### config.mk
export PLATFORM = sky130hd
export DESIGN_NAME = param_wt_cache
export DESIGN_NICKNAME = d
export VERILOG_FILES = /design/src/rtl/param_wt_cache.sv
export SDC_FILE = /design/constraint.sdc
export NUM_CORES = 1
export LEC_CHECK = 0
export CAP_MARGIN = 40
export CELL_PAD_IN_SITES_DETAIL_PLACEMENT = 1
export CELL_PAD_IN_SITES_GLOBAL_PLACEMENT = 2
export CORE_ASPECT_RATIO = 0.7
export CORE_MARGIN = 2
export CORE_UTILIZATION = 49
export CTS_BUF_LIST = sky130_fd_sc_hd__clkbuf_16
export DETAILED_ROUTE_END_ITERATION = 16
export MAX_ROUTING_LAYER = met4
export PLACE_DENSITY_LB_ADDON = 0.25
export SYNTH_ARGS = -nofsm -noshare
export SYNTH_HDL_FRONTEND = slang
export SYNTH_SLANG_ARGS = --single-unit
export TNS_END_PERCENT = 10
### constraint.sdc
create_clock -name clk -period 9.7 [get_ports clk]
set_input_delay 1.94 -clock clk [delete_from_list [all_inputs] [get_ports clk]]
set_output_delay 1.94 -clock clk [all_outputs]
set_load 0.02 [all_outputs]
### src/rtl/param_wt_cache.sv
// param_wt_cache: parametrised direct-mapped, write-through, no-write-allocate
// cache with one data word per line and a req/ack RAM handshake.
// Optional statistics counters are enabled by defining PARAM_WT_CACHE_STATS_EN.
module param_wt_cache #(
   parameter int unsigned ADDR_W  = 8,
   parameter int unsigned DATA_W  = 32,
   parameter int unsigned INDEX_W = 4
) (
   input  logic              clk,
   input  logic              reset,
   input  logic              cpu_req,
   input  logic              cpu_we,
   input  logic [ADDR_W-1:0] cpu_addr,
   input  logic [DATA_W-1:0] cpu_wdata,
   input  logic              flush,
   output logic [DATA_W-1:0] cpu_rdata,
   output logic              cpu_valid,
   output logic              cpu_busy,
   output logic              mem_req,
   output logic              mem_we,
   output logic [ADDR_W-1:0] mem_addr,
   output logic [DATA_W-1:0] mem_wdata,
   input  logic [DATA_W-1:0] mem_rdata,
   input  logic              mem_ack
`ifdef PARAM_WT_CACHE_STATS_EN
   ,
   output logic [15:0]       stat_hits,
   output logic [15:0]       stat_misses
`endif
);

   localparam int unsigned LINES  = 1 << INDEX_W;
   localparam int unsigned TAG_W  = ADDR_W - INDEX_W;
   localparam int unsigned STAT_W = 16;

   typedef enum logic [1:0] {
      IDLE    = 2'd0,
      RD_MISS = 2'd1,
      WR_THRU = 2'd2
   } state_t;

   state_t state;
   state_t state_next;

   // line storage; only the valid bits are reset
   logic [LINES-1:0]  valid_q;
   logic [TAG_W-1:0]  tag_mem  [LINES];
   logic [DATA_W-1:0] data_mem [LINES];

   // lookup of the incoming request and of the outstanding miss
   logic [INDEX_W-1:0] req_idx;
   logic [TAG_W-1:0]   req_tag;
   logic [INDEX_W-1:0] miss_idx;
   logic [TAG_W-1:0]   miss_tag;
   logic               hit;
   logic               accept;

   // next values of registered outputs
   logic              cpu_valid_d;
   logic [DATA_W-1:0] cpu_rdata_d;
   logic              mem_req_d;
   logic              mem_we_d;
   logic [ADDR_W-1:0] mem_addr_d;
   logic [DATA_W-1:0] mem_wdata_d;

   // line update controls
   logic               line_data_we;
   logic               line_fill;
   logic               clear_all;
   logic [INDEX_W-1:0] wr_idx;
   logic [TAG_W-1:0]   wr_tag;
   logic [DATA_W-1:0]  wr_data;

   assign req_idx  = cpu_addr[INDEX_W-1:0];
   assign req_tag  = cpu_addr[ADDR_W-1:INDEX_W];
   assign miss_idx = mem_addr[INDEX_W-1:0];
   assign miss_tag = mem_addr[ADDR_W-1:INDEX_W];
   assign hit      = valid_q[req_idx] & (tag_mem[req_idx] == req_tag);

   // a request is taken only in IDLE and never alongside a flush
   assign accept   = (state == IDLE) & cpu_req & ~flush;
   assign cpu_busy = (state != IDLE) | flush;

   // state register
   always_ff @(posedge clk) begin
      if (reset) begin
         state <= IDLE;
      end else begin
         state <= state_next;
      end
   end

   // next-state logic
   always_comb begin
      state_next = state;
      case (state)
         IDLE: begin
            if (accept) begin
               if (cpu_we) begin
                  state_next = WR_THRU;
               end else if (!hit) begin
                  state_next = RD_MISS;
               end
            end
         end
         RD_MISS: begin
            if (mem_ack) begin
               state_next = IDLE;
            end
         end
         WR_THRU: begin
            if (mem_ack) begin
               state_next = IDLE;
            end
         end
         default: state_next = IDLE;
      endcase
   end

   // output and line-update decode
   always_comb begin
      cpu_valid_d  = 1'b0;
      cpu_rdata_d  = cpu_rdata;
      mem_req_d    = mem_req;
      mem_we_d     = mem_we;
      mem_addr_d   = mem_addr;
      mem_wdata_d  = mem_wdata;
      line_data_we = 1'b0;
      line_fill    = 1'b0;
      clear_all    = 1'b0;
      wr_idx       = req_idx;
      wr_tag       = req_tag;
      wr_data      = cpu_wdata;
      case (state)
         IDLE: begin
            if (flush) begin
               clear_all = 1'b1;
            end else if (cpu_req) begin
               if (cpu_we) begin
                  // write-through; cached copy refreshed only on a hit
                  line_data_we = hit;
                  mem_req_d    = 1'b1;
                  mem_we_d     = 1'b1;
                  mem_addr_d   = cpu_addr;
                  mem_wdata_d  = cpu_wdata;
               end else if (hit) begin
                  cpu_valid_d = 1'b1;
                  cpu_rdata_d = data_mem[req_idx];
               end else begin
                  mem_req_d  = 1'b1;
                  mem_we_d   = 1'b0;
                  mem_addr_d = cpu_addr;
               end
            end
         end
         RD_MISS: begin
            if (mem_ack) begin
               // refill the line from the returned word
               line_data_we = 1'b1;
               line_fill    = 1'b1;
               wr_idx       = miss_idx;
               wr_tag       = miss_tag;
               wr_data      = mem_rdata;
               cpu_rdata_d  = mem_rdata;
               cpu_valid_d  = 1'b1;
               mem_req_d    = 1'b0;
            end
         end
         WR_THRU: begin
            if (mem_ack) begin
               mem_req_d   = 1'b0;
               mem_we_d    = 1'b0;
               cpu_valid_d = 1'b1;
            end
         end
         default: begin
            mem_req_d = 1'b0;
            mem_we_d  = 1'b0;
         end
      endcase
   end

   // registered CPU and RAM side outputs
   always_ff @(posedge clk) begin
      if (reset) begin
         cpu_valid <= 1'b0;
         cpu_rdata <= '0;
         mem_req   <= 1'b0;
         mem_we    <= 1'b0;
         mem_addr  <= '0;
         mem_wdata <= '0;
      end else begin
         cpu_valid <= cpu_valid_d;
         cpu_rdata <= cpu_rdata_d;
         mem_req   <= mem_req_d;
         mem_we    <= mem_we_d;
         mem_addr  <= mem_addr_d;
         mem_wdata <= mem_wdata_d;
      end
   end

   // valid bits: cleared as a whole on reset or flush, set on refill
   always_ff @(posedge clk) begin
      if (reset) begin
         valid_q <= '0;
      end else if (clear_all) begin
         valid_q <= '0;
      end else if (line_fill) begin
         valid_q[wr_idx] <= 1'b1;
      end
   end

   // tag and data arrays, no reset needed since valid gates every use
   always_ff @(posedge clk) begin
      if (line_data_we) begin
         data_mem[wr_idx] <= wr_data;
      end
      if (line_fill) begin
         tag_mem[wr_idx] <= wr_tag;
      end
   end

`ifdef PARAM_WT_CACHE_STATS_EN
   // saturating hit/miss counters over accepted accesses
   always_ff @(posedge clk) begin
      if (reset || clear_all) begin
         stat_hits   <= '0;
         stat_misses <= '0;
      end else if (accept) begin
         if (hit) begin
            if (stat_hits != {STAT_W{1'b1}}) begin
               stat_hits <= stat_hits + STAT_W'(1);
            end
         end else begin
            if (stat_misses != {STAT_W{1'b1}}) begin
               stat_misses <= stat_misses + STAT_W'(1);
            end
         end
      end
   end
`else
   // statistics disabled: no counters are built
`endif

endmodule
==> reports/metrics.json <==
{
  "die": {
    "die_outline_width_um": 281,
    "initial_util_pct": 49.3,
    "core_area_um2": 53500,
    "fp-row-count": 71,
    "design.die.area_um2": 55700,
    "io_pins": 154,
    "die_h_um": 198
  },
  "synth": {
    "syn-cell-area_um2": 26400,
    "postSynthRegisterBits": 669,
    "synth_edf_count": 576,
    "yosys_warning_total": 0,
    "synth_fp_nets": 1496,
    "synth_top_flop_cell": "sky130_fd_sc_hd__edfxtp_1",
    "synthesis.instances": 1414,
    "seq_area_frac_synth_pct": 72.6,
    "syn_avg_cell_area_um2": 18.7,
    "postSynth.asyncResetShare_pct": 0,
    "netlist-cell-type-count": 45
  },
  "grt": {
    "grt_first_pass_wirelength_um": 105000,
    "antenna_found_initial": 6,
    "groute.usage.overall_pct": 27.5,
    "via_count_of_the_first_global_routing_pass": 14800,
    "globalRoute.totalOverflow": 0,
    "grt_max_degree": 68
  },
  "detailed_routing": {
    "wl_per_cell_um": 30.6,
    "route.detailed.vias_per_inst": 6.14,
    "postRouteAntennaNets": 0,
    "detail_route.first_pass.iterations": 5,
    "initialDrtViolationCount": 1765,
    "drc_errors": 0,
    "detailroute.via_count": 14500,
    "final_wirelength_um": 72200
  },
  "layout": {
    "syn_to_final_growth_pct": 17.1,
    "final_layout_size_suffix_gt1_share_pct": 22.0,
    "fill_cells": 4716,
    "commonest_non_fill_non_tap_cell_in_the_layout": "sky130_fd_sc_hd__edfxtp_1",
    "post-route-cell-area_um2": 30900,
    "antennaDiodeCount": 0,
    "final_cell_mix": "576 x sky130_fd_sc_hd__edfxtp_1, 181 x sky130_fd_sc_hd__nand2_1, 168 x sky130_fd_sc_hd__mux4_2, 148 x sky130_fd_sc_hd__clkdlybuf4s50_1, 93 x sky130_fd_sc_hd__dfxtp_1",
    "finish.utilization_pct": 57.8,
    "nets": 1662
  },
  "placed_design": {
    "area_after_dpl_um2": 28800,
    "gp_congestion": 0.808,
    "hpwlAfterDp_um": 45100,
    "numPortBuffers": 153,
    "place_worst_setup_slack_ns": 3.63
  },
  "timing": {
    "hold_viol_final": 0,
    "timing.final.crit_period_ns": 5.52,
    "slew_viol_final": 0,
    "timing.max_slew.rel_slack_pct": 40.8,
    "setup_violations": 0,
    "timing.final.crit_share_pct": 56.9,
    "worstMarginPinSlew_ns": 0.887,
    "setup_total_neg_slack_ns": 0,
    "rsz_0062_raised_after_global_routing": "false",
    "fmax_mhz": 181,
    "final_critical_path_setup_slack_ns": 4.18,
    "clock-skew-final_ns": 0.0231
  },
  "clocking": {
    "cts_htree_levels": 3,
    "postCtsHoldBufs": 0,
    "tritoncts": "built",
    "clk_transition_reported_paths_ns": 0.06,
    "post_cts_buffers": 0,
    "ctsRootBufferMaster": "sky130_fd_sc_hd__clkbuf_16",
    "cts_inserted_buffers": 66,
    "max-clock-path-buffers": 3,
    "post_cts_resize_count": 0,
    "count_of_clock_tree_sinks": 669,
    "worstSkewPairLatency_ns": 0.61
  },
  "setup_path": {
    "crit_path_max_fanout": 56,
    "reg2reg_from": "tag_mem[3][0]",
    "crit_path_start": "cpu_addr[1]",
    "timing.critical_path.from_type": "primary input",
    "timing.critical_path.arrival_ns": 5.75,
    "critical_path_buf_inv_count": 4,
    "slowest_delay_ns": 0.72,
    "criticalPathCategory": "primary input to flip-flop",
    "path_cells": "buf_6 > buf_4 > mux4_2 > o22ai_1 > nor3_1 > and4b_1 > a21boi_4 > a21oi_2 > buf_6 > nor3_2 > buf_4",
    "critPathTopFamily": "buffers and inverters",
    "worst_ep_required_time_ns": 9.94,
    "critPathSlowestCell": "sky130_fd_sc_hd__buf_4",
    "critical_path.endpoint_type": "flip-flop",
    "worst-r2r-setup-slack_ns": 6.04
  },
  "power": {
    "worst_ir_drop_vdd_v": 0.000111,
    "p_leak_nw": 9.86,
    "power.density_cell_area_nw_per_um2": 197
  },
  "status": {
    "run_status": "complete, no violations"
  },
  "flow_run": {
    "maxCapViolCount": 0
  },
  "worst_hold_path": {
    "min_path_type": "flip-flop to flip-flop",
    "timing.hold.worst.start": "mem_wdata[8]"
  }
}
stage by stage:
stage               instances  power (W)  hold slack [ns]
finish                   2362    0.00609            0.454
global route             2362    0.00625            0.473
CTS                      2362    0.00612            0.458
detailed placement       2242    0.00362            0.449
global placement         2236    0.00360            0.438
floorplan                1414    0.00344            0.432
worst register-to-register path, stage by stage (launching register included):
cell and delay [ns]:
sky130_fd_sc_hd__edfxtp_1 0.40, sky130_fd_sc_hd__mux4_1 0.53, sky130_fd_sc_hd__mux4_2 0.48, sky130_fd_sc_hd__xnor2_1 0.22, sky130_fd_sc_hd__and4b_1 0.23, sky130_fd_sc_hd__a21boi_4 0.31, sky130_fd_sc_hd__a21oi_2 0.15, sky130_fd_sc_hd__buf_6 0.22
sky130_fd_sc_hd__nor3_2 0.21, sky130_fd_sc_hd__buf_4 0.49
cell families after synthesis:
group	count (synthesis)	synth area share, %
buffers and inverters	97	1.81
xor gates and xnor gates	5	0.166
muxes	186	15.8
and+or+nand+nor	298	4.69
DFF	669	72.6
adders and majority gates	4	0.190
AOI/OAI and AO/OA	155	4.67
registers in the layout (all words and copies together) (netlist names):
name	cells
mem_we	1
cpu_rdata	32
cpu_valid	1
tag_mem	64
mem_addr	8
state	2
data_mem	512
mem_wdata	32
mem_req	1
valid_q	16
cell type report:
cell class	count	area [µm²]	area share, %
inverters	6	22.5	0.0729
flip-flops and latches	669	19200	62.0
clock inverters	53	418	1.35
well taps	730	913	2.96
repair buffers	189	1860	6.01
multi-input cells	648	6840	22.1
clock buffers	67	1680	5.43
synth_stat cells, drive strengths merged, types with 5 or more instances:
cell type	n	area (µm²)
a21oi	49	249
nor3	21	105
dfxtp	93	1860
inv	6	22.5
and2	5	31.3
edfxtp	576	17300
mux2i	5	50.1
mux4	181	4130
a221oi	32	474
o21ai	12	71.3
buf	48	293
o21a	16	120
nand3	13	65.1
clkbuf	43	161
o22ai	34	213
nor2b	5	31.3
nor2	56	210
nand2	184	693
worst paths after layout:
kind,end,depth (start not counted)
worst min register to register,mem_wdata[8],2
worst max register to register,data_mem[10][8],9
worst min-delay path,mem_wdata[8],2
worst max-delay path,data_mem[10][8],11
routing by layer:
layer | vias up | part of all wire, % | GRT usage (%)
met1 | 7678 | 44 | 41.5
li1 | 6025 | - | -
met2 | 725 | 43 | 37.4
met5 | - | 0 | -
met4 | 0 | 1.7 | 5.85
met3 | 83 | 11 | 7.95
where the power goes:
part | switching [W] | internal (W) | total, W
clock | 0.00110 | 0.00142 | 0.00252
sequential | 0.00000803 | 0.00315 | 0.00316
combinational | 0.000257 | 0.000151 | 0.000408
(Power assumes the default switching activity.)
==> RTL change 1, RTL diff (same settings) <==
Take the reset off `mem_addr` and load it in a clocked block of its own.
--- a/src/rtl/param_wt_cache.sv
+++ b/src/rtl/param_wt_cache.sv
@@ -188,5 +188,4 @@
          mem_req   <= 1'b0;
          mem_we    <= 1'b0;
-         mem_addr  <= '0;
          mem_wdata <= '0;
       end else begin
@@ -195,7 +194,10 @@
          mem_req   <= mem_req_d;
          mem_we    <= mem_we_d;
-         mem_addr  <= mem_addr_d;
          mem_wdata <= mem_wdata_d;
       end
+   end
+
+   always_ff @(posedge clk) begin
+      mem_addr <= mem_addr_d;
    end
 
Behaviour: not the same (Yosys sat finds a counterexample within 4 cycles, from zero or initial values and one cycle with reset high).
==> RTL change 1 against the unedited design <==
Sequential share of layout area fell by 0.45 points; combinational power increased by 19%; first-iteration DRC count decreased by 1.7%; cell count rose by 5.3%; non-clock buffer count grew 7; synthesized area about the same; worst setup slack lost 290 ps; total power up 2.1%; wire length is 5.9% higher; cell area up 1.1%; clock skew fell by 5.3 ps; sequential cell count stayed put; largest cell class unchanged.
==> RTL change 1: results <==
set metrics [dict create \
    seq_share_pct 61.6 \
    grt.total_usage_pct 28.9 \
    area_growth_pct 18.5 \
    inv_count 7 \
    dpl_cell_area_mm2 0.0291 \
    wl_met1_um 34100 \
    outcome "finished, final reports clean" \
    ys_top_cells_by_count "584 x edfxtp_1, 186 x nand2_1, 113 x mux4_2, 85 x dfxtp_1, 75 x mux2i_1" \
    via_count 15289 \
    wl_met3_um 7980 \
    grt_max_degree 65 \
    pwr-share-comb_pct 7.8 \
    powerDensity_mw_per_mm2 199 \
    grt_first_pass_wirelength_um 110000 \
    gp_congestion 0.849 \
    grtUsageMet1_pct 42.5 \
    use_met3_pct 9.16 \
    grt_pass1_vias 15767 \
    diodes 2 \
    dr_wl_met2_um 33100 \
    max_slew_margin_pct 35.5 \
    drtIter0Drc 1735 \
    syn-num-nets 1624 \
    reg2reg_slack_ps 5940 \
    cp_max_fo 40 \
    arrival_ps 6050 \
    finalClockSkew_ps 17.8 \
    leakagePower_nw 10.1 \
    nFillCells 4796 \
    crit_path_start "cpu_addr[0]" \
    clock_cell_area_share_pct 6.75 \
    yosysSeqAreaShare_pct 73.0 \
    nonClkBufAreaFrac_pct 6.98 \
    grt_use_met2_pct 39.6 \
    ys_types 49 \
    clkbuf_count 69 \
    synth_edf_count 584 \
    die_x_um 281 \
    ys_top_cells_by_area "edfxtp_1 67%, mux4_2 9.7%, dfxtp_1 6.5%" \
]
-- RTL change 1: worst min-delay path by stage --
stage / from / endpoint / slack, ps / depth (start not counted)
floorplan: valid_q[10]$_SDFFE_PP0P_ / valid_q[10]$_SDFFE_PP0P_ / 440 / 1
finish: mem_wdata[23]$_SDFFE_PP0P_ / mem_wdata[23]$_SDFFE_PP0P_ / 460 / 2
detailed placement: mem_wdata[23]$_SDFFE_PP0P_ / mem_wdata[23]$_SDFFE_PP0P_ / 450 / 2
global route: valid_q[4]$_SDFFE_PP0P_ / valid_q[4]$_SDFFE_PP0P_ / 480 / 1
CTS: mem_wdata[23]$_SDFFE_PP0P_ / mem_wdata[23]$_SDFFE_PP0P_ / 460 / 2
global placement: mem_wdata[28]$_SDFFE_PP0P_ / mem_wdata[28]$_SDFFE_PP0P_ / 440 / 2
-- RTL change 1: critical path, cell delays in order --
cell	delay (ps)
buf_6	420
buf_4	640
mux4_2	650
nand2b_1	180
a32oi_1	300
xnor2_1	150
nor3_2	550
a21oi_1	140
buf_4	250
nor3_2	230
buf_4	520
-- RTL change 1: stage by stage --
step	hold WS, ps	setup slack (ps)	cells
2_1_floorplan	435	3260	1542
3_3_place_gp	441	3200	2345
3_5_place_dp	451	3330	2365
4_1_cts	459	3920	2484
5_1_grt	483	3690	2487
6_report	455	3890	2488
-- RTL change 1: cells by family (layout without fill, tap and decap cells) --
group                    after synthesis  count (layout)  share of synthesized area [%]
multiplexers                         191             191                           12.7
adder cells (fa/ha/maj)                4               4                          0.190
flip-flops                           669             669                           73.0
buffers and inverters                108             322                           1.96
AND/OR/NAND/NOR                      302             302                           4.76
XOR/XNOR                               3               3                          0.128
AO/OA/AOI/OAI                        265             265                           7.25
other                                  0               2                              0
==> RTL change 2, RTL diff (config.mk and constraints unchanged) <==
Made on the original files. Set the parameter `INDEX_W` to 3 (it was 4).
--- a/src/rtl/param_wt_cache.sv
+++ b/src/rtl/param_wt_cache.sv
@@ -5,5 +5,5 @@
    parameter int unsigned ADDR_W  = 8,
    parameter int unsigned DATA_W  = 32,
-   parameter int unsigned INDEX_W = 4
+   parameter int unsigned INDEX_W = 3
 ) (
    input  logic              clk,
Check against the original RTL: same outputs for any inputs over 4 cycles, from zero or initial values and one cycle with reset high; that may be too few to reach the edited logic, so the function may still have changed.
==> RTL change 2 against the unedited design <==
Cell area down 37%; synthesized area down 38%; wire length down 33%; worst setup slack worse by 230 ps; sequential cell count down 288; sequential share of layout area down 7.7 points; total power down 34%; critical path type unchanged.
==> RTL change 2: results <==
set metrics [dict create \
    dp_slack_ps 3560 \
    grt.total_usage_pct 29.3 \
    ys_top_cells_by_count "296 x edfxtp_1, 209 x nand2_1, 109 x a21oi_1, 85 x dfxtp_1, 67 x mux4_2" \
    syn-num-nets 1307 \
    drt_wl_total_um 48300 \
    nFillCells 3175 \
    ys_top_cells_by_area "edfxtp_1 54%, dfxtp_1 10%, mux4_2 9.2%" \
    yosysSeqAreaShare_pct 64.7 \
    vias_per_cell 6.04 \
    final_nets 1437 \
    drive_gt1_share_pct 15.0 \
    vdd_drop_max_mv 0.112 \
    synth_edf_count 296 \
    cts_max_level 2 \
    outcome "finished, final reports clean" \
    gp_congestion 0.854 \
    grt_pass1_vias 11608 \
    insertion_delay_ps 540 \
    grt_first_pass_wirelength_um 73400 \
    antenna_found_initial 1 \
    cp_max_fo 59 \
    ys_types 44 \
    dp_hpwl_um 30200 \
    drtIter0Drc 1026 \
    max_slew_margin_pct 40.6 \
]
==> RTL change 2: worst max-delay path, cell delays in order <==
cell,delay (ps)
buf_2,320
buf_4,710
nor2b_1,510
a22oi_1,200
a21oi_1,220
o21a_1,180
and4b_1,340
a21oi_1,220
nor2_2,650
buf_4,500
==> RTL change 2: logic make-up after synthesis <==
logic type	share of synthesized area, %
simple gates	12.1
fa+ha+maj	0.306
buf+inv	2.69
xor+xnor	0.0536
mux	13.0
compound gates	7.11
flops	64.7
==> RTL change 2: final timing paths <==
kind	start	end	cells past startpoint
worst min register to register	mem_wdata[20]$_SDFFE_PP0P_	mem_wdata[20]$_SDFFE_PP0P_	2
worst max register to register	state[1]$_SDFFE_PP0P_	data_mem[7][8]$_DFFE_PP_	8
worst min-delay path	mem_wdata[20]$_SDFFE_PP0P_	mem_wdata[20]$_SDFFE_PP0P_	2
worst max-delay path	cpu_addr[2]	data_mem[6][8]$_DFFE_PP_	10
==> RTL change 2: routing by layer <==
metal	routed length (um)	global-route usage (%)	vias up	part of all wire (%)
met3	3340	5.52	70	6.9
met2	22200	44.6	404	46
met1	22000	40.9	5628	45
met5	0	-	-	0
met4	838	7.54	0	1.7
li1	-	-	4837	-
==> RTL change 2: cell type report <==
class,instances,area [um2],share of cell area [%]
antenna,1,2.50,0.0128
clock buffer,39,976,5.00
clock inverter,29,180,0.924
inverter,6,22.5,0.115
multi-input combinational,744,5390,27.6
sequential,381,10600,54.3
tap,427,534,2.74
timing repair buffer,184,1810,9.30
==> RTL change 2: metrics by stage <==
step / cell area (um2) / hold WS, ps / instances / util [%]
2_1_floorplan: 16400 / 435 / 1225 / -
3_3_place_gp: 18200 / 441 / 1734 / 55.9
3_5_place_dp: 18300 / 448 / 1740 / 56.1
4_1_cts: 19500 / 457 / 1808 / 59.7
5_1_grt: 19500 / 482 / 1811 / 59.8
6_report: 19500 / 453 / 1811 / 59.8
==> RTL change 2: power breakdown <==
group,switching (mW),leakage (nW),internal [mW]
clock network,0.616,0.604,0.782
registers,0.0346,3.36,1.87
logic,0.495,2.64,0.229
